[src/rtl/irq_ctrl_pkg.sv]
// Shared definitions for the interrupt controller: FSM encoding, register map
// and STATUS field layout.
package irq_ctrl_pkg;

    typedef enum logic [1:0] {
        ST_IDLE  = 2'd0,
        ST_REQ   = 2'd1,
        ST_INSVC = 2'd2
    } irq_state_e;

    localparam logic [1:0] ADDR_ENABLE  = 2'd0;
    localparam logic [1:0] ADDR_PENDING = 2'd1;
    localparam logic [1:0] ADDR_STATUS  = 2'd2;

    localparam int STATUS_STATE_LSB = 0;
    localparam int STATUS_STATE_W   = 2;
    localparam int STATUS_ID_LSB    = 8;

endpackage

[src/rtl/irq_sync_edge.sv]
// One interrupt source: SYNC_STAGES-deep synchroniser followed by a
// rising-edge detector on the synchronised level.
module irq_sync_edge #(
    parameter int SYNC_STAGES = 2
) (
    input  logic i_clk,
    input  logic i_rst,
    input  logic i_src,
    output logic o_level,
    output logic o_rise
);

    logic [SYNC_STAGES-1:0] sync_q;
    logic                   prev_q;

    always_ff @(posedge i_clk or posedge i_rst) begin
        if (i_rst) begin
            sync_q <= '0;
            prev_q <= 1'b0;
        end else begin
            sync_q <= {sync_q[SYNC_STAGES-2:0], i_src};
            prev_q <= sync_q[SYNC_STAGES-1];
        end
    end

    assign o_level = sync_q[SYNC_STAGES-1];
    assign o_rise  = sync_q[SYNC_STAGES-1] & ~prev_q;

endmodule

[src/rtl/irq_ctrl.sv]
// Fixed-priority interrupt controller with ENABLE/PENDING/STATUS registers and
// ack/eoi handshake. Define IRQ_CTRL_NESTING_EN for preemptive nesting.
module irq_ctrl
    import irq_ctrl_pkg::*;
#(
    parameter int               N_SRC       = 4,
    parameter int               SYNC_STAGES = 2,
    parameter logic [N_SRC-1:0] LEVEL_MASK  = '0,
    localparam int              ID_W        = (N_SRC > 1) ? $clog2(N_SRC) : 1
) (
    input  logic             i_clk,
    input  logic             i_rst,
    input  logic [N_SRC-1:0] i_src,
    input  logic             i_we,
    input  logic [1:0]       i_addr,
    input  logic [31:0]      i_wdata,
    output logic [31:0]      o_rdata,
    output logic             o_irq,
    output logic [ID_W-1:0]  o_irq_id,
    input  logic             i_ack,
    input  logic             i_eoi
);

    function automatic logic [ID_W-1:0] lowest_idx(input logic [N_SRC-1:0] v);
        logic [ID_W-1:0] r;
        r = '0;
        for (int i = N_SRC - 1; i >= 0; i--) begin
            if (v[i]) r = ID_W'(i);
        end
        return r;
    endfunction

    logic [N_SRC-1:0] lvl, rise;
    logic [N_SRC-1:0] pend_q, pend_d, en_q, en_d;
    logic [N_SRC-1:0] elig, elig_nxt, w1c, ack_clr;
    irq_state_e       state_q, state_d;
    logic [ID_W-1:0]  id_q, id_d, svc_id;
    logic             unused_wdata;

    for (genvar g = 0; g < N_SRC; g++) begin : g_src
        irq_sync_edge #(.SYNC_STAGES(SYNC_STAGES)) u_sync (
            .i_clk   (i_clk),
            .i_rst   (i_rst),
            .i_src   (i_src[g]),
            .o_level (lvl[g]),
            .o_rise  (rise[g])
        );
    end

`ifdef IRQ_CTRL_NESTING_EN
    logic [N_SRC-1:0] svc_q, svc_d, svc_top;
    assign svc_top = svc_q & (~svc_q + N_SRC'(1));
    assign svc_id  = lowest_idx(svc_q);
`else
    logic [ID_W-1:0] svc_q, svc_d;
    assign svc_id = svc_q;
`endif

    assign unused_wdata = ^i_wdata;

    // A fresh edge overrides a same-cycle W1C or ack clear so no event is lost.
    always_comb begin
        w1c     = (i_we && i_addr == ADDR_PENDING) ? i_wdata[N_SRC-1:0] : '0;
        ack_clr = (state_q == ST_REQ && i_ack) ? (N_SRC'(1) << id_q) : '0;
        pend_d  = (LEVEL_MASK & lvl) |
                  (~LEVEL_MASK & (rise | (pend_q & ~(w1c | ack_clr))));
        en_d    = (i_we && i_addr == ADDR_ENABLE) ? i_wdata[N_SRC-1:0] : en_q;
    end

    assign elig     = pend_q & en_q;
    assign elig_nxt = pend_d & en_d;

    always_comb begin
        state_d = state_q;
        id_d    = id_q;
        svc_d   = svc_q;
        case (state_q)
            ST_IDLE: begin
                if (|elig) begin
                    state_d = ST_REQ;
                    id_d    = lowest_idx(elig);
                end
            end
            ST_REQ: begin
                if (i_ack) begin
                    state_d = ST_INSVC;
`ifdef IRQ_CTRL_NESTING_EN
                    svc_d = svc_q | (N_SRC'(1) << id_q);
`else
                    svc_d = id_q;
`endif
                end else if (!elig_nxt[id_q]) begin
                    // Withdrawn request falls back to whatever handler was interrupted.
`ifdef IRQ_CTRL_NESTING_EN
                    state_d = (|svc_q) ? ST_INSVC : ST_IDLE;
`else
                    state_d = ST_IDLE;
`endif
                end
            end
            ST_INSVC: begin
`ifdef IRQ_CTRL_NESTING_EN
                if (i_eoi) begin
                    svc_d = svc_q & ~svc_top;
                    if (svc_d == '0) state_d = ST_IDLE;
                end else if ((elig & (svc_top - N_SRC'(1))) != '0) begin
                    state_d = ST_REQ;
                    id_d    = lowest_idx(elig);
                end
`else
                if (i_eoi) begin
                    state_d = ST_IDLE;
                    svc_d   = '0;
                end
`endif
            end
            default: state_d = ST_IDLE;
        endcase
    end

    always_ff @(posedge i_clk or posedge i_rst) begin
        if (i_rst) begin
            pend_q  <= '0;
            en_q    <= '0;
            state_q <= ST_IDLE;
            id_q    <= '0;
            svc_q   <= '0;
        end else begin
            pend_q  <= pend_d;
            en_q    <= en_d;
            state_q <= state_d;
            id_q    <= id_d;
            svc_q   <= svc_d;
        end
    end

    assign o_irq    = (state_q == ST_REQ);
    assign o_irq_id = id_q;

    always_comb begin
        o_rdata = '0;
        case (i_addr)
            ADDR_ENABLE:  o_rdata[N_SRC-1:0] = en_q;
            ADDR_PENDING: o_rdata[N_SRC-1:0] = pend_q;
            ADDR_STATUS: begin
                o_rdata[STATUS_STATE_LSB +: STATUS_STATE_W] = state_q;
                o_rdata[STATUS_ID_LSB +: ID_W]              = svc_id;
            end
            default: o_rdata = '0;
        endcase
    end

endmodule

[config.mk]
export PLATFORM = sky130hd
export DESIGN_NAME = irq_ctrl
export DESIGN_NICKNAME = d
export VERILOG_FILES = /design/src/rtl/irq_ctrl_pkg.sv /design/src/rtl/irq_sync_edge.sv /design/src/rtl/irq_ctrl.sv
export SDC_FILE = /design/constraint.sdc
export NUM_CORES = 1
export LEC_CHECK = 0
export CORE_MARGIN = 3
export CORE_UTILIZATION = 41
export DETAILED_ROUTE_END_ITERATION = 10
export PLACE_DENSITY = 0.95
export SYNTH_ARGS = -nofsm -noshare
export SYNTH_HDL_FRONTEND = slang
export SYNTH_SLANG_ARGS = --single-unit
[constraint.sdc]
create_clock -name i_clk -period 2 [get_ports i_clk]
set_input_delay 0.4 -clock i_clk [delete_from_list [all_inputs] [get_ports i_clk]]
set_output_delay 0.4 -clock i_clk [all_outputs]
set_load 0.01 [all_outputs]
==> out/summary.log <==
[status] status finished, final reports clean
[sta] number of endpoints with negative hold slack in the final report 0
[cells_and_area] final core utilization 52.3%
[clock_tree] number of sinks driven by the clock tree 26
[place] Port Buffer Count 23
[drt] total DRC errors in the routed layout 0
[sta] final total negative setup slack 0 ps
[place] placed wire-length estimate after detailed placement 1960 um
[clock_tree] number of clock buffers inserted by TritonCTS 3
[global_routing] aggregate global routing overflow 0
[logic_synthesis] number of synthesized flops with an enable pin 0
[worst_setup_path] Critical Path RT 1600 ps
[logic_synthesis] Synth area leader sky130_fd_sc_hd__dfrtp_1
[drt] via count 1,005
[global_routing] first-pass GRT wire length 4070 um
[logic_synthesis] count of cell types in the netlist 34
[logic_synthesis] largest cells by area after synthesis sky130_fd_sc_hd__dfrtp_1, sky130_fd_sc_hd__buf_4, sky130_fd_sc_hd__mux2i_1
[global_routing] GRT Max-Usage Layer met2
[global_routing] Global Route met2 Usage 20.9%
[logic_synthesis] flip-flop cell with the highest count after synthesis sky130_fd_sc_hd__dfrtp_1
[drt] Vias/cell 4.70
[drt] Routed WL per cell 11.9 um
[global_routing] via count of the first global-routing pass 907
[logic_synthesis] synthesized netlist cell count 141
[place] weighted congestion at the end of routability-driven global placement 0.862
[cells_and_area] post-layout instance area 1640 um2
[global_routing] met3 usage in global routing 2.99%
[floorplanning] CORE AREA 3130 um2
[pwr] Pwr Density 1010 nW/um2
[drt] Post-DRT Antenna Nets 0
[global_routing] maximum number of pins on one net before global-route repair 27
[cells_and_area] total area of multi-input combinational cells 593 um2
[sta] highest attainable clock frequency 521 MHz
[cells_and_area] area taken by flip-flops and latches 652 um2
[logic_synthesis] sequential area share after synthesis 46.9%
[global_routing] antenna violations before repair 0
[worst_setup_path] Crit path largest cell delay 560 ps
[floorplanning] ports placed on the boundary 78
[logic_synthesis] share of synthesized flip-flops with an asynchronous set or reset 100%
[sta] final worst-path setup slack 81.7 ps
[floorplanning] width of the die 64.2 um
[sta] worst clock skew 8.01 ps
[floorplanning] initial core utilization 44.3%
[clock_tree] number of H-tree levels 1
[logic_synthesis] Avg Cell Area, Syn 9.83 um2
[drt] violation count after the first detailed-route iteration 38
[place] post-place instance area 1600 um2
[clock_tree] CTS tree done
[worst_setup_path] Worst Reg2Reg Path Length in Cells 5
[place] worst slack after detailed placement -234 ps
[logic_synthesis] number of warnings issued by yosys 0
[worst_setup_path] largest fanout of any net on the critical path 8
[cells_and_area] fill cell total of the finished layout 301
[cells_and_area] Inserted Diodes 0
[global_routing] GR met1 Demand/Resource 15.8%
[clock_tree] cts hold-fix bufs 0
[sta] RSZ-0062 raised after global routing no
[pwr] Static Leakage 0.781 nW
[clock_tree] setup bufs post-CTS 0
[sta] post-route minimum period 1920 ps
[logic_synthesis] most numerous cell types in the synthesized netlist sky130_fd_sc_hd__buf_4, sky130_fd_sc_hd__dfrtp_1, sky130_fd_sc_hd__nand2_1
[logic_synthesis] flop and latch count out of synthesis 26
[worst_hold_path] worst min path class reg -> reg
[drt] Pre-antenna DRT Iters 4
[worst_setup_path] class of the most critical setup path reg -> out
[cells_and_area] fraction of layout instances using a drive strength above 1 11.2%
[worst_setup_path] slowest library cell on the worst path sky130_fd_sc_hd__clkdlybuf4s50_1
[sta] final worst path period share 95.9%
[logic_synthesis] area share of the leading cell type in the synthesized netlist 46.9%
[worst_setup_path] kind of capture point of the worst setup path output pin
[clock_tree] clock slew at reported path FFs 140 ps
[cells_and_area] total number of nets in the final design 214
[worst_setup_path] Startpoint Class flop
[clock_tree] clock insertion delay at the later pin of the skew report 310 ps
[drt] routed wire length 2560 um
[floorplanning] Placement Rows 20
[clock_tree] CTS Root Buffer Type sky130_fd_sc_hd__clkbuf_4
[clock_tree] Max clock buf depth 2
[floorplanning] overall die height 64.2 um
[worst_setup_path] cell breakdown of the critical path nor2b_1, clkdlybuf4s50_1
[pwr] total power consumption of the routed design 1.65 mW
[cells_and_area] Area Overhead vs Synth 18.1%
[job] max-cap violations 0
[logic_synthesis] cell area after synthesis 1390 um2
[pwr] maximum vdd drop 468 uV
[floorplanning] total die area 4120 um2
[sta] final max-slew violation count 0
[global_routing] Total Routing Usage GR 12.5%
[worst_hold_path] hold depth 0
[worst_setup_path] data arrival time of the worst path 1520 ps
[sta] final number of setup-violating endpoints 0
==> placed cells by master (no fill, tap or decap), types with 6 or more instances in the layout <==
cell type	instances
sky130_fd_sc_hd__conb_1	26
sky130_fd_sc_hd__dfrtp_1	25
sky130_fd_sc_hd__clkdlybuf4s50_1	16
sky130_fd_sc_hd__nand2_1	13
sky130_fd_sc_hd__a21oi_1	8
sky130_fd_sc_hd__o21ai_0	7
sky130_fd_sc_hd__inv_1	7
sky130_fd_sc_hd__dlygate4sd2_1	7
sky130_fd_sc_hd__buf_4	7
sky130_fd_sc_hd__nor2_1	6
==> sequential cells by signal, summed over array words and instances (netlist names) <==
signal               count
en_q                     4
o_irq_id                 2
svc_id                   2
pend_q                   4
state_q                  2
g_src.u_sync.prev_q      4
g_src.u_sync.sync_q      8
==> power breakdown <==
group / switching, mW / internal, mW
Combinational: 0.306 / 0.299
Sequential: 0.151 / 0.639
Clock: 0.146 / 0.111
Total: 0.603 / 1.05
==> stage by stage <==
step / hold WS, ps / instances
floorplan: 331 / 166
global placement: 332 / 210
detailed placement: 336 / 210
CTS: 366 / 214
global route: 373 / 214
finish: 361 / 214
==> routing by layer <==
| layer | vias to the layer above | routed length, um |
|---|---|---|
| met5 | - | 0 |
| met4 | 0 | 27 |
| met3 | 6 | 199 |
| met2 | 47 | 1290 |
| met1 | 467 | 1040 |
| li1 | 485 | - |
==> kinds of logic (layout without fill, tap and decap cells) <==
group                  Yosys count  count (layout)  synth area share (%)
flip-flops                      26              26                  46.9
buffers and inverters           37              41                  17.6
multiplexers                     7               7                  5.51
other                            1              26                 0.270
AO/OA/AOI/OAI                   32              32                  15.3
AND/OR/NAND/NOR                 38              38                  14.4
==> repair_timing <==
| item | CTS | global route |
|---|---|---|
| gates resized for setup | 9 | 1 |
| setup endpoints to repair | 6 | 1 |
| pin swaps | 0 | 0 |
==> critical path, delay by kind of cell, from the launching register on <==
family / cells / cell delay (ps)
buffers and inverters: 1 / 560
DFF: 1 / 460
and+or+nand+nor: 1 / 190
==> worst paths after layout <==
path	slack (ps)	to	startpoint
max	80	o_irq	state_q[0]$_DFFE_PP0P_
min	360	g_src[0].u_sync.sync_q[1]$_DFF_PP0_	g_src[0].u_sync.sync_q[0]$_DFF_PP0_
max reg2reg	540	state_q[0]$_DFFE_PP0P_	o_irq_id[0]$_DFFE_PP0P_
min reg2reg	360	g_src[0].u_sync.sync_q[1]$_DFF_PP0_	g_src[0].u_sync.sync_q[0]$_DFF_PP0_
max in group asynchronous	1330	state_q[0]$_DFFE_PP0P_	i_rst
min in group asynchronous	410	g_src[3].u_sync.sync_q[0]$_DFF_PP0_	i_rst
==> layout make-up <==
type	count	area share (%)
inverter	7	1.61
multi-input combinational	103	36.2
clock buffer	4	2.22
sequential	26	39.8
timing repair buffer	30	16.7
tap	44	3.36
(Power assumes the default switching activity.)
